### src/rtl/savior_move_ctrl_pkg.sv
// Shared types and edge/stop bit mapping for the savior movement controller.
package savior_pkg;

    typedef enum logic [2:0] {DIR_NONE, DIR_R, DIR_L, DIR_U, DIR_D} dir_t;
    typedef enum logic [1:0] {IDLE, MOVE, PUSH, BLOCKED} state_t;

    localparam int EDGE_L = 3;
    localparam int EDGE_T = 2;
    localparam int EDGE_R = 1;
    localparam int EDGE_B = 0;

    localparam int FP_MULT_DEFAULT = 64;

    // HitEdgeCode and stopSaviorSignal share one bit layout, indexed by motion direction
    function automatic logic [3:0] edgeMask(input dir_t d);
        logic [3:0] m;
        m = 4'b0000;
        case (d)
            DIR_R:   m[EDGE_R] = 1'b1;
            DIR_L:   m[EDGE_L] = 1'b1;
            DIR_U:   m[EDGE_T] = 1'b1;
            DIR_D:   m[EDGE_B] = 1'b1;
            default: m = 4'b0000;
        endcase
        return m;
    endfunction

    // The key mover reports blocking with its own bit order
    function automatic logic [3:0] stopKeyMask(input dir_t d);
        logic [3:0] m;
        case (d)
            DIR_R:   m = 4'b1000;
            DIR_L:   m = 4'b0010;
            DIR_U:   m = 4'b0001;
            DIR_D:   m = 4'b0100;
            default: m = 4'b0000;
        endcase
        return m;
    endfunction

endpackage

### src/rtl/savior_move_ctrl_btn_sync_edge.sv
// Two-flop synchronizer for an active-low button, plus a one-clk press pulse.
module btn_sync_edge (
    input  logic clk,
    input  logic resetN,
    input  logic btnN,
    output logic pressed,
    output logic fallPulse
);

    logic sync_p0, sync_p1, sync_p2;

    always_ff @(posedge clk or negedge resetN) begin
        if (!resetN) begin
            sync_p0 <= 1'b1;
            sync_p1 <= 1'b1;
            sync_p2 <= 1'b1;
        end else begin
            sync_p0 <= btnN;
            sync_p1 <= sync_p0;
            sync_p2 <= sync_p1;
        end
    end

    assign pressed   = ~sync_p1;
    assign fallPulse = sync_p2 & ~sync_p1;

endmodule

### src/rtl/savior_move_ctrl.sv
// Savior movement: button sync, per-frame direction select, fixed-point position
// integration and border push-back, feeding the key mover.
import savior_pkg::*;

module savior_move_ctrl #(
    parameter int INIT_X   = 32,
    parameter int INIT_Y   = 400,
    parameter int SPEED    = 128,
    parameter int FP_MULT  = FP_MULT_DEFAULT,
    parameter int PUSHBACK = 64
) (
    input  logic               clk,
    input  logic               resetN,
    input  logic               startOfFrame,
    input  logic               btnRightN,
    input  logic               btnLeftN,
    input  logic               btnUpN,
    input  logic               btnDownN,
    input  logic               btnMagnetN,
    input  logic               collisionSaviorBorder,
    input  logic [3:0]         HitEdgeCode,
    input  logic [3:0]         stopKeySignal,
    input  logic               startLevel2,
    input  logic               startLevel3,
    output logic               moveRightSav,
    output logic               moveLeftSav,
    output logic               moveUpSav,
    output logic [10:0]        XspeedSav,
    output logic [10:0]        YspeedSav,
    output logic               magnetMode,
    output logic [3:0]         stopSaviorSignal,
    output logic signed [10:0] topLeftX,
    output logic signed [10:0] topLeftY
);

    localparam int                 FP_SHIFT  = $clog2(FP_MULT);
    localparam logic signed [31:0] SPEED_FP  = 32'(SPEED);
    localparam logic signed [31:0] PUSH_FP   = 32'(PUSHBACK);
    localparam logic signed [31:0] INIT_X_FP = 32'(INIT_X * FP_MULT);
    localparam logic signed [31:0] INIT_Y_FP = 32'(INIT_Y * FP_MULT);

    function automatic logic signed [10:0] toPixel(input logic signed [31:0] acc);
        logic signed [31:0] px;
        px = acc >>> FP_SHIFT;
        return px[10:0];
    endfunction

    logic rightReq, leftReq, upReq, downReq, magnetPress;

    btn_sync_edge uSyncRight  (.clk(clk), .resetN(resetN), .btnN(btnRightN),  .pressed(rightReq), .fallPulse());
    btn_sync_edge uSyncLeft   (.clk(clk), .resetN(resetN), .btnN(btnLeftN),   .pressed(leftReq),  .fallPulse());
    btn_sync_edge uSyncUp     (.clk(clk), .resetN(resetN), .btnN(btnUpN),     .pressed(upReq),    .fallPulse());
    btn_sync_edge uSyncDown   (.clk(clk), .resetN(resetN), .btnN(btnDownN),   .pressed(downReq),  .fallPulse());
    btn_sync_edge uSyncMagnet (.clk(clk), .resetN(resetN), .btnN(btnMagnetN), .pressed(),         .fallPulse(magnetPress));

    dir_t reqDir;

    always_comb begin
        reqDir = DIR_NONE;
        if (rightReq)     reqDir = DIR_R;
        else if (leftReq) reqDir = DIR_L;
        else if (upReq)   reqDir = DIR_U;
        else if (downReq) reqDir = DIR_D;
    end

    state_t             state, stateNext;
    dir_t               frameDir, frameDirNext, blockDir, blockDirNext;
    logic signed [31:0] posX, posXNext, posY, posYNext;
    logic [3:0]         stopNext;
    logic               doStep, hitForward, levelStart;

    assign levelStart = startLevel2 | startLevel3;
    assign hitForward = collisionSaviorBorder && (|(HitEdgeCode & edgeMask(frameDir)));

    always_comb begin
        stateNext    = state;
        frameDirNext = frameDir;
        blockDirNext = blockDir;
        posXNext     = posX;
        posYNext     = posY;
        stopNext     = stopSaviorSignal;
        doStep       = 1'b0;
        if (levelStart) begin
            stateNext    = IDLE;
            frameDirNext = DIR_NONE;
            blockDirNext = DIR_NONE;
            posXNext     = INIT_X_FP;
            posYNext     = INIT_Y_FP;
            stopNext     = 4'b0000;
        end else begin
            case (state)
                IDLE: begin
                    if (startOfFrame && reqDir != DIR_NONE) begin
                        stateNext = MOVE;
                        doStep    = 1'b1;
                    end
                end
                MOVE: begin
                    // A forward wall hit preempts both the frame step and any key-mover block
                    if (hitForward) begin
                        stateNext    = PUSH;
                        blockDirNext = frameDir;
                    end else if (startOfFrame) begin
                        if (reqDir == DIR_NONE) stateNext = IDLE;
                        else                    doStep    = 1'b1;
                    end
                end
                PUSH: begin
                    if (startOfFrame) begin
                        stateNext = BLOCKED;
                        stopNext  = edgeMask(blockDir);
                        case (blockDir)
                            DIR_R:   posXNext = posX - PUSH_FP;
                            DIR_L:   posXNext = posX + PUSH_FP;
                            DIR_U:   posYNext = posY + PUSH_FP;
                            DIR_D:   posYNext = posY - PUSH_FP;
                            default: posXNext = posX;
                        endcase
                    end
                end
                BLOCKED: begin
                    if (startOfFrame && reqDir != blockDir) begin
                        stopNext = 4'b0000;
                        if (reqDir == DIR_NONE) begin
                            stateNext = IDLE;
                        end else begin
                            stateNext = MOVE;
                            doStep    = 1'b1;
                        end
                    end
                end
                default: stateNext = IDLE;
            endcase
            if (startOfFrame) frameDirNext = reqDir;
            if (doStep && !(|(stopKeySignal & stopKeyMask(reqDir)))) begin
                case (reqDir)
                    DIR_R:   posXNext = posX + SPEED_FP;
                    DIR_L:   posXNext = posX - SPEED_FP;
                    DIR_U:   posYNext = posY - SPEED_FP;
                    DIR_D:   posYNext = posY + SPEED_FP;
                    default: posXNext = posX;
                endcase
            end
        end
    end

    always_ff @(posedge clk or negedge resetN) begin
        if (!resetN) begin
            state            <= IDLE;
            frameDir         <= DIR_NONE;
            blockDir         <= DIR_NONE;
            posX             <= INIT_X_FP;
            posY             <= INIT_Y_FP;
            stopSaviorSignal <= 4'b0000;
        end else begin
            state            <= stateNext;
            frameDir         <= frameDirNext;
            blockDir         <= blockDirNext;
            posX             <= posXNext;
            posY             <= posYNext;
            stopSaviorSignal <= stopNext;
        end
    end

    // Magnet state survives level restarts; only the hard reset clears it
    always_ff @(posedge clk or negedge resetN) begin
        if (!resetN)          magnetMode <= 1'b0;
        else if (magnetPress) magnetMode <= ~magnetMode;
    end

    always_comb begin
        moveRightSav = 1'b1;
        moveLeftSav  = 1'b1;
        moveUpSav    = 1'b1;
        case (frameDir)
            DIR_R: moveRightSav = 1'b0;
            DIR_L: moveLeftSav  = 1'b0;
            DIR_U: moveUpSav    = 1'b0;
            DIR_D: begin
                moveLeftSav = 1'b0;
                moveUpSav   = 1'b0;
            end
            default: moveRightSav = 1'b1;
        endcase
    end

    assign XspeedSav = 11'(SPEED);
    assign YspeedSav = 11'(SPEED);
    assign topLeftX  = toPixel(posX);
    assign topLeftY  = toPixel(posY);

endmodule

### config.mk
export PLATFORM = sky130hd
export DESIGN_NAME = savior_move_ctrl
export DESIGN_NICKNAME = d
export VERILOG_FILES = /design/src/rtl/savior_move_ctrl_pkg.sv /design/src/rtl/savior_move_ctrl_btn_sync_edge.sv /design/src/rtl/savior_move_ctrl.sv
export SDC_FILE = /design/constraint.sdc
export NUM_CORES = 1
export LEC_CHECK = 0
export CORE_MARGIN = 5
export CORE_UTILIZATION = 49
export CTS_CLUSTER_SIZE = 16
export DETAILED_ROUTE_END_ITERATION = 12
export HOLD_SLACK_MARGIN = 0.08
export PLACE_DENSITY = 0.78
export SETUP_SLACK_MARGIN = 0.3
export SYNTH_ARGS = -nofsm -noshare
export SYNTH_HDL_FRONTEND = slang
export SYNTH_SLANG_ARGS = --single-unit
### constraint.sdc
create_clock -name clk -period 3 [get_ports clk]
set_input_delay 0.3 -clock clk [delete_from_list [all_inputs] [get_ports clk]]
set_output_delay 0.3 -clock clk [all_outputs]
set_load 0.02 [all_outputs]
* Word level (Yosys, flattened, before mapping)
Index checks and enable logic that the tools add are counted.
Word-level totals: word-level logic and storage cells 128, output and inout bits 52, flip-flop bits (word level) 88
Operators by class: equal/unequal tests 22, reductions and logical operators 20, bitwise gates (word level) 6, muxes and demuxes 54, $add $sub $neg 8
Operator list (count):
- 32-bit 2-to-1 mux | 8
- 32-bit case mux with 2 select lines | 3
- 32-bit case mux with 3 select lines | 1
- 32-bit by 8-bit adder with 32-bit output, second input constant | 2
- 32-bit by 9-bit adder with 32-bit output, second input constant | 2
- 32-bit by 8-bit subtractor with 32-bit output, second input constant | 2
- 32-bit by 9-bit subtractor with 32-bit output, second input constant | 2
- 3-bit 2-to-1 mux | 9
- 3-bit by 2-bit == test with 1-bit output, second input constant | 6
- 1-bit 2-to-1 mux | 18
- 4-bit 2-to-1 mux | 4
- 4-bit case mux with 4 select lines | 1
- 2-bit 2-to-1 mux | 7
- 3-bit by 1-bit == test with 1-bit output, second input constant | 3
- 3-bit == test, second input constant | 3
- 3-bit != test, second input constant | 3
- 4-bit bitwise AND | 2
- 4-bit != test, second input constant | 2
- 2-bit case mux with 4 select lines | 1
- 4-bit case mux with 2 select lines | 1
- 4-bit OR reduction | 2
- 2-bit nonzero test | 3
- 3-bit nonzero test | 2
- 2-bit OR reduction | 3
- 15 further kinds | 20

* Longest topological paths before layout
Gate-level depths: netlist (run 1).
word-level depth 13, depth in mapped cells 11

* By module
A second synthesis (run 1) with hierarchy kept.
Unflattened totals: cells, all modules 481, area, all modules 4261.6 sq um
By module, submodules not included:
- savior_move_ctrl | instances 1, area an instance 3817.4 sq um, cells each 456
- btn_sync_edge | instances 5, area an instance 88.8 sq um, cells each 5

* Worst setup path before layout (run 1)
No wires, ideal clock.
kind reg-to-reg, from register uSyncRight.sync_p1, to register posY[15], setup slack 49 ps, buffers on the path 1, cell stages (with the launch flop) 11, arrival 2831 ps, cells stage by stage dfstp_2 -> clkbuf_2 -> nand4b_1 -> fa_1 -> a21o_1 -> a21oi_1 -> nor2b_1 -> o21a_1 -> o41a_1 -> xor2_1 -> o211a_1
On the way: word-level cells in the longest chain between the ends 10, elaborated cells between the ends (all ways) 26, those cells by class 5 x eq/ne; 13 x mux; 1 x bitwise; 7 x reduce/logical
RTL lines:
- from (decl) | line savior_move_ctrl_btn_sync_edge.sv:10 | logic sync_p0, sync_p1, sync_p2;
- from (signal assigned) | line savior_move_ctrl_btn_sync_edge.sv:19 | sync_p1 <= sync_p0;
- 3-bit 2-to-1 mux * | line savior_move_ctrl.sv:60 | if (rightReq) reqDir = DIR_R;
- 3-bit == test, or another cell as far along | line savior_move_ctrl_pkg.sv:31, savior_move_ctrl.sv:136
- 4-bit case mux with 4 select lines or 1-bit 2-to-1 mux (tied branches) | line savior_move_ctrl_pkg.sv:31, savior_move_ctrl.sv:104, savior_move_ctrl.sv:124
- 4-bit 2-to-1 mux or 1-bit 2-to-1 mux (tied branches) | line savior_move_ctrl.sv:83, savior_move_ctrl.sv:103
- 4-bit bitwise AND or 1-bit 2-to-1 mux (tied branches) | line savior_move_ctrl.sv:135, savior_move_ctrl.sv:100
- 4-bit OR reduction or 1-bit case mux with 3 select lines (tied branches) | line savior_move_ctrl.sv:135, savior_move_ctrl.sv:91
- 1-bit logical NOT or 1-bit 2-to-1 mux (tied branches) | line savior_move_ctrl.sv:135, savior_move_ctrl.sv:83
- 1-bit logical AND | line savior_move_ctrl.sv:135 | if (doStep && !(|(stopKeySignal & stopKeyMask(reqDir)))) begin
- 32-bit 2-to-1 mux * | line savior_move_ctrl.sv:135
- 32-bit 2-to-1 mux * | line savior_move_ctrl.sv:83 | if (levelStart) begin
- named net posYNext[15] | line savior_move_ctrl.sv:68 | logic signed [31:0] posX, posXNext, posY, posYNext;
- to (signal assigned) | line savior_move_ctrl.sv:160 | posY <= posYNext;
- to (decl) | line savior_move_ctrl.sv:68
Mark *: on every way through the listed nets, which the timed path passes. The rest lies on a longest branch. The select of a mux whose other input is x is not followed. A chain may end at the register's enable or synchronous reset.

* Final worst setup path (run 1)
from register uSyncUp.sync_p1, to register posY[15]
On the way: word-level cells in the longest chain between the ends 12, elaborated cells between the ends (all ways) 28, those cells by class 5 x eq/ne; 15 x mux; 1 x bitwise; 7 x reduce/logical
RTL lines:
- from (decl) | line savior_move_ctrl_btn_sync_edge.sv:10
- from (signal assigned) | line savior_move_ctrl_btn_sync_edge.sv:19
- 3-bit 2-to-1 mux * | line savior_move_ctrl.sv:62 | else if (upReq) reqDir = DIR_U;
- 3-bit 2-to-1 mux * | line savior_move_ctrl.sv:61 | else if (leftReq) reqDir = DIR_L;
- 3-bit 2-to-1 mux * | line savior_move_ctrl.sv:60
- 3-bit == test, or another cell as far along | line savior_move_ctrl_pkg.sv:31, savior_move_ctrl.sv:136
- 4-bit case mux with 4 select lines or 1-bit 2-to-1 mux (tied branches) | line savior_move_ctrl_pkg.sv:31, savior_move_ctrl.sv:104, savior_move_ctrl.sv:124
- 4-bit 2-to-1 mux or 1-bit 2-to-1 mux (tied branches) | line savior_move_ctrl.sv:83, savior_move_ctrl.sv:103
- 4-bit bitwise AND or 1-bit 2-to-1 mux (tied branches) | line savior_move_ctrl.sv:135, savior_move_ctrl.sv:100
- 4-bit OR reduction or 1-bit case mux with 3 select lines (tied branches) | line savior_move_ctrl.sv:135, savior_move_ctrl.sv:91
- 1-bit logical NOT or 1-bit 2-to-1 mux (tied branches) | line savior_move_ctrl.sv:135, savior_move_ctrl.sv:83
- 1-bit logical AND | line savior_move_ctrl.sv:135
- 32-bit 2-to-1 mux * | line savior_move_ctrl.sv:135
- 32-bit 2-to-1 mux * | line savior_move_ctrl.sv:83
- named net posYNext[15] | line savior_move_ctrl.sv:68
Marked as above.

==> flow_summary.yaml, run 1 <==
critical_path:
  path_max_fanout: 10
  path_class: "reg2reg"
  slowest_stage: "dfstp_2"
  arrival_ns: 2.86
  worstSetupStartpointType: "flip-flop"
  cp-end-kind: "flip-flop"
  crit_chain: "nand4b_1 -> buf_6 -> fa_2 -> a21o_1 -> a21oi_2 -> nor2b_1 -> o21a_1 -> o41a_1 -> xor2_1 -> o211a_1"
  worst_ep_required_time_ns: 3.19
  cpPeakStageDelay_ns: 0.60
cts:
  clk_pin_slew_ns: 0.09
  clockBufferDepth: 2
  cts_inserted_buffers: 5
  cts_tree: "built"
  htreeDepth: 2
  cts.sinks: 46
  worstSkewPairLatency_ns: 0.30
  cts_hold_buf: 0
  cts-root-buf: "clkbuf_8"
die:
  die_y_um: 99.52
  fp.dieW_um: 99.52
  io_pins: 71
  fp.coreArea_um2: 7767
  start_util_pct: 50.55
  die_area_um2: 9903
  row_count: 32
yosys:
  syn_inst: 447
  avgSynthCellArea_um2: 8.784
  ys_types: 58
  syn_area_um2: 3926
  synth_edf_count: 0
  ys_seq_area_share_pct: 29.80
  ys_warn_count: 0
  synthFlopType: "dfrtp_1"
  synth-async-reset-ratio_pct: 100.0
  yosys_register_bits: 46
detailed_routing:
  drc: 0
  vias_per_cell: 5.786
  antenna_left: 0
  vias: 3541
  routed_wl_um: 10160
  wl_per_cell_um: 16.59
  drt_iter0_drc: 159
  first_pass_iters: 5
timing:
  setup_viol: 0
  worstMarginPinSlew_ns: 0.9901
  max_freq_ghz: 0.3749
  fin_crit_ns: 2.667
  slew_violations: 0
  clock_skew_ns: 0.007563
  slew_headroom_pct: 34.00
  hold_violations: 0
  rsz0062_at_grt: "true"
  post-route-period-util_pct: 88.91
  tns_ns: 0
global_route:
  antenna_found_initial: 0
  grt_pass1_vias: 3513
  grt_pass1_wl_um: 16300
  grt_max_degree: 47
  grt.total_usage_pct: 19.81
  grt-ovfl-total: 0
cells_and_area:
  fin_nets: 566
  final_cell_mix: "47 x clkdlybuf4s50_1, 37 x nor2_1, 36 x nand2_1"
  layout-drive-gt1-share_pct: 18.43
  n_antenna_cell: 0
  final_common_cell: "clkdlybuf4s50_1"
  syn2layout_area_growth_pct: 22.37
placed_design:
  dp_hpwl_um: 7333
  gp_congestion: 0.9435
  port_buffers: 48
status:
  status: "finished, final reports clean"
pwr:
  p_leak_nw: 2.098
  peakVddDrop_mv: 0.1870
  power_mw: 1.367
  power_density_nw_per_um2: 284.5
job:
  drv_cap: 0
hold_path:
  hp-class: "in2async"
-- kinds of logic after synthesis --
| logic type | synth area share, % |
|---|---|
| adders and majority gates | 12.87 |
| AOI/OAI and AO/OA | 23.01 |
| muxes | 3.474 |
| and+or+nand+nor | 16.98 |
| buffers and inverters | 7.871 |
| xor gates and xnor gates | 5.800 |
| other | 0.1913 |
| DFF | 29.80 |
-- registers in the layout, indices dropped and copies added (netlist names), 2 cells and up --
| signal | count |
|---|---|
| frameDir | 3 |
| blockDir | 3 |
| posY | 11 |
| posX | 11 |
| state | 2 |
| stopSaviorSignal | 4 |
-- repair_timing --
action,in CTS,in global routing
setup endpoints to repair,5,16
pin swaps,0,11
resized for setup,10,36
buffers inserted,3,8
-- worst max-delay path, delay by kind of cell, from the launching register on --
kind,cells,cell delay [ns]
DFF,1,0.60
adders and majority gates,1,0.37
AOI/OAI and AO/OA,5,1.03
and+or+nand+nor,2,0.23
xor gates and xnor gates,1,0.15
buffers and inverters,1,0.18
-- synthesized netlist by cell type, types with 5 or more instances --
cell type,count,area [um^2]
ha_1,34,425.4
a211oi_1,15,112.6
or3_1,5,31.28
dfrtp_1,31,775.7
o21a_1,13,97.59
a21oi_1,32,160.2
buf_4,23,172.7
xor2_1,15,131.4
a21o_1,8,60.06
o21bai_1,5,37.54
xnor2_1,11,96.34
nand2_1,36,135.1
o21ai_0,26,130.1
mux2i_1,8,80.08
nor2b_1,12,75.07
nand2b_1,9,56.30
dfstp_2,15,394.1
clkbuf_1,10,37.54
inv_1,16,60.06
nor2_1,38,142.6
o211ai_1,5,37.54
nor3_1,11,55.05
-- per-layer routing --
layer	routed length, um	share of wire [%]	GRT usage, %	vias up
met5	0	0	0	-
met4	173	1.7	5.147	0
met3	642	6.3	3.366	17
met2	5036	50	33.57	128
met1	4303	42	26.19	1697
li1	-	-	-	1699
-- path summary, 6_finish.rpt --
check / start / depth (start not counted) / slack [ns] / to
setup / recovery: uSyncUp.sync_p1 / 10 / 0.33 / posY[15]
hold / removal: resetN / 1 / 0.15 / posX[13]
setup reg to reg: uSyncUp.sync_p1 / 10 / 0.33 / posY[15]
hold reg to reg: uSyncDown.sync_p0 / 0 / 0.36 / uSyncDown.sync_p1
max in group asynchronous: resetN / 1 / 2.16 / blockDir[0]
min in group clk: uSyncDown.sync_p0 / 0 / 0.36 / uSyncDown.sync_p1
-- report_power, final --
| group | internal (mW) | switching, mW | leakage [nW] |
|---|---|---|---|
| registers | 0.648 | 0.0223 | 0.584 |
| clock network | 0.164 | 0.220 | 0.0483 |
| logic | 0.139 | 0.174 | 1.47 |
-- through the flow --
step           util (%)  setup WS, ns  instances  hold slack [ns]  instance area [um^2]
2_1_floorplan         -        0.1428        467         0.004409                  4016
3_3_place_gp      57.41        0.2109        593           0.3461                  4459
3_5_place_dp      57.41       0.09736        593           0.3475                  4459
4_1_cts           59.23        0.2858        604           0.2049                  4601
5_1_grt           61.86        0.2329        612           0.2468                  4805
6_report          61.86        0.3328        612           0.1544                  4805
-- area by class of cell --
class / instances / area (um^2)
inverter: 16 / 65.06
sequential: 46 / 1171
fill: 664 / 2963
clock buffer: 5 / 68.82
timing repair buffer: 72 / 663.1
tap: 102 / 127.6
clock inverter: 3 / 18.77
multi-input combinational: 368 / 2690
Power figures use the tool's default switching activity.
==> inputs of run 2 (changes only) <==
- SLEW_MARGIN: default -> 25
==> flow_summary.yaml, run 2 (same netlist as run 1, synthesis figures left out) <==
status:
  status: "finished, final reports clean"
die:
  row_count: 32
  fp.dieW_um: 99.52
  start_util_pct: 50.55
  die_y_um: 99.52
  fp.coreArea_um2: 7767
  die_area_um2: 9903
  io_pins: 71
hold_path:
  whs_path_depth: 0
  hp-class: "reg2reg"
  min_from: "uSyncDown.sync_p0"
  hold_end: "uSyncDown.sync_p1"
cts:
  cts.sinks: 46
  cts_tree: "built"
  htreeDepth: 2
  cts-root-buf: "clkbuf_8"
  clockBufferDepth: 2
  worstSkewPairLatency_ns: 0.30
  cts_inserted_buffers: 5
  clk_pin_slew_ns: 0.09
pwr:
  p_int_mw: 0.9519
  clkPwrFrac_pct: 28.1
  power_mw: 1.368
  sw_frac_of_total_pct: 30.41
  comb_power_share_pct: 22.9
  power_density_nw_per_um2: 284.0
  seq_power_share_pct: 49.0
  p_leak_nw: 2.103
  peakVddDrop_mv: 0.1866
  power_switching_mw: 0.4160
critical_path:
  rrSetupSlack_ns: 0.32
  slowest_stage: "dfstp_2"
  crit_chain: "nand4b_1 -> buf_6 -> fa_2 -> a21o_1 -> a21oi_2 -> nor2b_1 -> o21a_1 -> o41a_1 -> xor2_1 -> o211a_1"
  cp-end-kind: "flip-flop"
  path_max_fanout: 10
  r2r.worst_path.cells: 10
  worstSetupStartpointType: "flip-flop"
  reg2reg_to: "posY[15]"
  arrival_ns: 2.87
  cpPeakStageDelay_ns: 0.60
  worst_ep_required_time_ns: 3.19
  path_class: "reg2reg"
  reg2reg_from: "uSyncUp.sync_p1"
  crit_buf_inv: 1
  cp_top_family: "compound AO/OA/AOI/OAI gates"
global_route:
  grt_max_degree: 47
  grt_pass1_vias: 3513
  grt-ovfl-total: 0
  antenna_found_initial: 0
  grt.total_usage_pct: 19.81
  grt_pass1_wl_um: 16300
cells_and_area:
  fin_nets: 567
  final_cells: 613
  num-fill-cells: 662
  reg_top3: "posX x11, posY x11, stopSaviorSignal x4"
  syn2layout_area_growth_pct: 22.69
  n_antenna_cell: 0
  final_cell_mix: "47 x clkdlybuf4s50_1, 37 x nor2_1, 36 x nand2_1"
  final_common_cell: "clkdlybuf4s50_1"
  layout-drive-gt1-share_pct: 18.40
timing:
  clock_skew_ns: 0.007215
  rsz0062_at_grt: "true"
  worstMarginPinSlew_ns: 0.6655
  post-route-period-util_pct: 89.17
  slew_headroom_pct: 55.29
  max_freq_ghz: 0.3738
  hold_ws_ns: 0.3579
  setup_viol: 0
  hold_violations: 0
  worst_slack_ns: 0.3249
  slew_violations: 0
  tns_ns: 0
  fin_crit_ns: 2.675
detailed_routing:
  antenna_left: 0
  routed_wl_um: 10180
  vias: 3567
  drt_iter0_drc: 190
  drc: 0
  first_pass_iters: 5
  wl_per_cell_um: 16.61
  vias_per_cell: 5.819
placed_design:
  placed_cells: 593
  port_buffers: 48
  dp_hpwl_um: 7333
  post-place-ws_ns: 0.09736
  gp_congestion: 0.9435
job:
  drv_cap: 0
run 2: changes by cell type in the layout (fill, tap and decap cells not counted), sizes merged:
cell         before  now
dlygate4sd3       0    1
run 2: through the flow:
step	util (%)	instance area (um^2)
after CTS	59.23	4601
after floorplan	-	4016
final	62.02	4817
after global placement	57.41	4459
after global routing	62.02	4817
after detailed placement	57.41	4459
run 2: layout make-up:
cell class                 count  area (um^2)  share of cell area (%)
clock buffer                   5        68.82                   1.429
clock inverter                 3        18.77                  0.3896
inverter                      16        65.06                   1.351
multi-input combinational    368         2690                   55.84
sequential                    46         1171                   24.31
tap                          102        127.6                   2.649
timing repair buffer          73        675.6                   14.03
run 2: timing repair:
action                                  in CTS  in global routing
resized for setup                           10                 36
pin swaps                                    0                 11
hold endpoints to repair                     0                 31
endpoints found under the setup margin       5                 16
setup buffers                                3                  8
hold buffers                                 0                  1
run 2: metal layers:
layer	track usage [%]	vias up	routed length [um]
met5	0	-	0
met4	5.147	0	172
met3	3.366	17	661
met2	33.57	140	5088
met1	26.19	1714	4262
li1	-	1696	-
run 2: worst max path at each step:
stage | from | endpoint | slack, ns | depth (start not counted)
final | uSyncUp.sync_p1 | posY[15] | 0.32 | 10
after floorplan | uSyncRight.sync_p1 | posY[15] | 0.14 | 10
after global routing | blockDir[1] | posY[16] | 0.23 | 13
after global placement | uSyncLeft.sync_p1 | posX[16] | 0.21 | 10
after detailed placement | uSyncLeft.sync_p1 | posX[16] | 0.1 | 10
after CTS | blockDir[0] | posX[16] | 0.29 | 10
run 2: power groups by stage:
stage / Sequential (mW) / Combinational, mW / Clock [mW]
floorplan: 0.688 / 0.195 / 0
global placement: 0.680 / 0.275 / 0
detailed placement: 0.681 / 0.280 / 0
CTS: 0.670 / 0.288 / 0.394
global route: 0.675 / 0.341 / 0.420
finish: 0.670 / 0.313 / 0.384
==> inputs of run 3 (changes only) <==
--- a/config.mk
+++ b/config.mk
@@ -7,3 +7,3 @@
 export LEC_CHECK = 0
-export CORE_MARGIN = 5
+export CORE_MARGIN = 1
 export CORE_UTILIZATION = 49
==> constraint.sdc (replaced) <==
create_clock -name clk -period 3 [get_ports clk]
set_input_delay 0.6 -clock clk [delete_from_list [all_inputs] [get_ports clk]]
set_output_delay 0.6 -clock clk [all_outputs]
set_load 0.02 [all_outputs]
==> flow_summary.yaml, run 3 (same netlist as run 1, synthesis figures left out) <==
detailed_routing:
  routed_wl_um: 10000
  first_pass_iters: 5
  vias: 3558
  vias_per_cell: 5.720
  wl_per_cell_um: 16.08
  drc: 0
  drt_iter0_drc: 172
  antenna_left: 0
timing:
  slew_headroom_pct: 48.77
  worstMarginPinSlew_ns: 0.7684
  rsz0062_at_grt: "true"
  slew_violations: 0
  hold_violations: 0
  post-route-period-util_pct: 89.68
  setup_viol: 0
  clock_skew_ns: 0.006233
  max_freq_ghz: 0.3717
  fin_crit_ns: 2.690
  tns_ns: 0
die:
  io_pins: 71
  start_util_pct: 50.81
  row_count: 32
  die_area_um2: 8375
  fp.dieW_um: 91.52
  fp.coreArea_um2: 7727
  die_y_um: 91.52
cts:
  cts-root-buf: "clkbuf_8"
  clk_pin_slew_ns: 0.10
  htreeDepth: 2
  worstSkewPairLatency_ns: 0.31
  cts_tree: "built"
  cts_hold_buf: 0
  cts_inserted_buffers: 5
  cts.sinks: 46
  clockBufferDepth: 2
cells_and_area:
  n_antenna_cell: 0
  syn2layout_area_growth_pct: 25.91
  fin_nets: 576
  reg_top3: "posX x11, posY x11, stopSaviorSignal x4"
  final_common_cell: "clkdlybuf4s50_1"
  layout-drive-gt1-share_pct: 19.42
  fin_area_um2: 4943
  final_cell_mix: "47 x clkdlybuf4s50_1, 37 x nor2_1, 36 x nand2_1"
critical_path:
  worstSetupStartpointType: "flip-flop"
  slowest_stage: "dfstp_2"
  r2r.worst_path.cells: 10
  reg2reg_to: "posY[15]"
  startpoint: "uSyncRight.sync_p1"
  cp-end-kind: "flip-flop"
  path_max_fanout: 3
  worst_ep_required_time_ns: 3.21
  cp_top_family: "compound AO/OA/AOI/OAI gates"
  path_class: "reg2reg"
  crit_chain: "nand4b_1 -> buf_6 -> fa_2 -> a21o_1 -> a21oi_2 -> nor2b_2 -> o21a_1 -> o41a_1 -> xor2_1 -> o211a_1"
  rrSetupSlack_ns: 0.31
  cpPeakStageDelay_ns: 0.59
  reg2reg_from: "uSyncRight.sync_p1"
  arrival_ns: 2.90
  crit_buf_inv: 1
global_route:
  grt_pass1_vias: 3329
  antenna_found_initial: 0
  grt-ovfl-total: 0
  grt_max_degree: 35
  grt_pass1_wl_um: 15530
  grt.total_usage_pct: 22.88
placed_design:
  placed_cell_area_um2: 4529
  port_buffers: 48
  dp_hpwl_um: 7139
  gp_congestion: 0.8973
pwr:
  p_leak_nw: 2.153
  power_density_nw_per_um2: 288.7
  peakVddDrop_mv: 0.2050
hold_path:
  hp-class: "in2async"
status:
  status: "finished, final reports clean"
job:
  drv_cap: 0
-- run 3: changes by cell type in the layout (fill, tap and decap cells not counted), sizes merged --
| cell | before | now |
|---|---|---|
| buf | 25 | 35 |
| clkinv | 2 | 0 |
| dlygate4sd3 | 1 | 0 |
| inv | 17 | 19 |
-- run 3: what timing repair did --
action / 4_1_cts / 5_1_grt
pin swaps: 0 / 6
endpoints found under the setup margin: 4 / 9
gates cloned: 0 / 0
gates resized for setup: 8 / 35
buffers inserted: 4 / 11
-- run 3: worst register-to-register path, delay by kind of cell (launching register included) --
family | cells | cell delay, ns
buf+inv | 1 | 0.18
simple gates | 2 | 0.26
fa+ha+maj | 1 | 0.36
compound gates | 5 | 1.04
xor+xnor | 1 | 0.15
flops | 1 | 0.59
-- run 3: worst max path at each step --
stage / endpoint / slack, ns / cells after the start
6_report: posY[15] / 0.31 / 10
5_1_grt: posY[15] / 0.18 / 10
4_1_cts: posX[16] / 0.27 / 11
3_5_place_dp: posX[16] / 0.14 / 10
3_3_place_gp: posX[16] / 0.20 / 10
2_1_floorplan: posY[15] / 0.14 / 10
-- run 3: layout make-up --
| class | instances | area, um^2 |
|---|---|---|
| multi-input combinational | 368 | 2699 |
| clock inverter | 3 | 26.28 |
| fill | 630 | 2784 |
| sequential | 46 | 1171 |
| tap | 102 | 127.6 |
| inverter | 16 | 62.56 |
| timing repair buffer | 82 | 788.3 |
| clock buffer | 5 | 68.82 |
-- run 3: stage by stage --
step / util (%) / worst slack (ns) / cells / hold WS (ns) / power [mW]
after floorplan: - / 0.1428 / 467 / 0.3044 / 0.8836
after global placement: 58.61 / 0.1986 / 599 / 0.3460 / 0.9620
after detailed placement: 58.61 / 0.1388 / 599 / 0.3472 / 0.9676
after CTS: 60.78 / 0.2725 / 611 / 0.3623 / 1.397
after global routing: 63.97 / 0.1824 / 622 / 0.3642 / 1.484
final: 63.97 / 0.3096 / 622 / 0.3516 / 1.427
-- run 3: metal layers --
layer,vias to the layer above,global-route usage (%),wire length [um]
li1,1706,-,-
met1,1697,28.98,4194
met3,28,3.434,548
met5,-,0,0
met4,0,7.407,213
met2,127,39.72,5044
-- run 3: power by group --
part | switching, mW | internal (mW) | total [mW]
clock network | 0.256 | 0.174 | 0.429
registers | 0.0218 | 0.648 | 0.669
logic | 0.175 | 0.153 | 0.328
total | 0.453 | 0.975 | 1.43
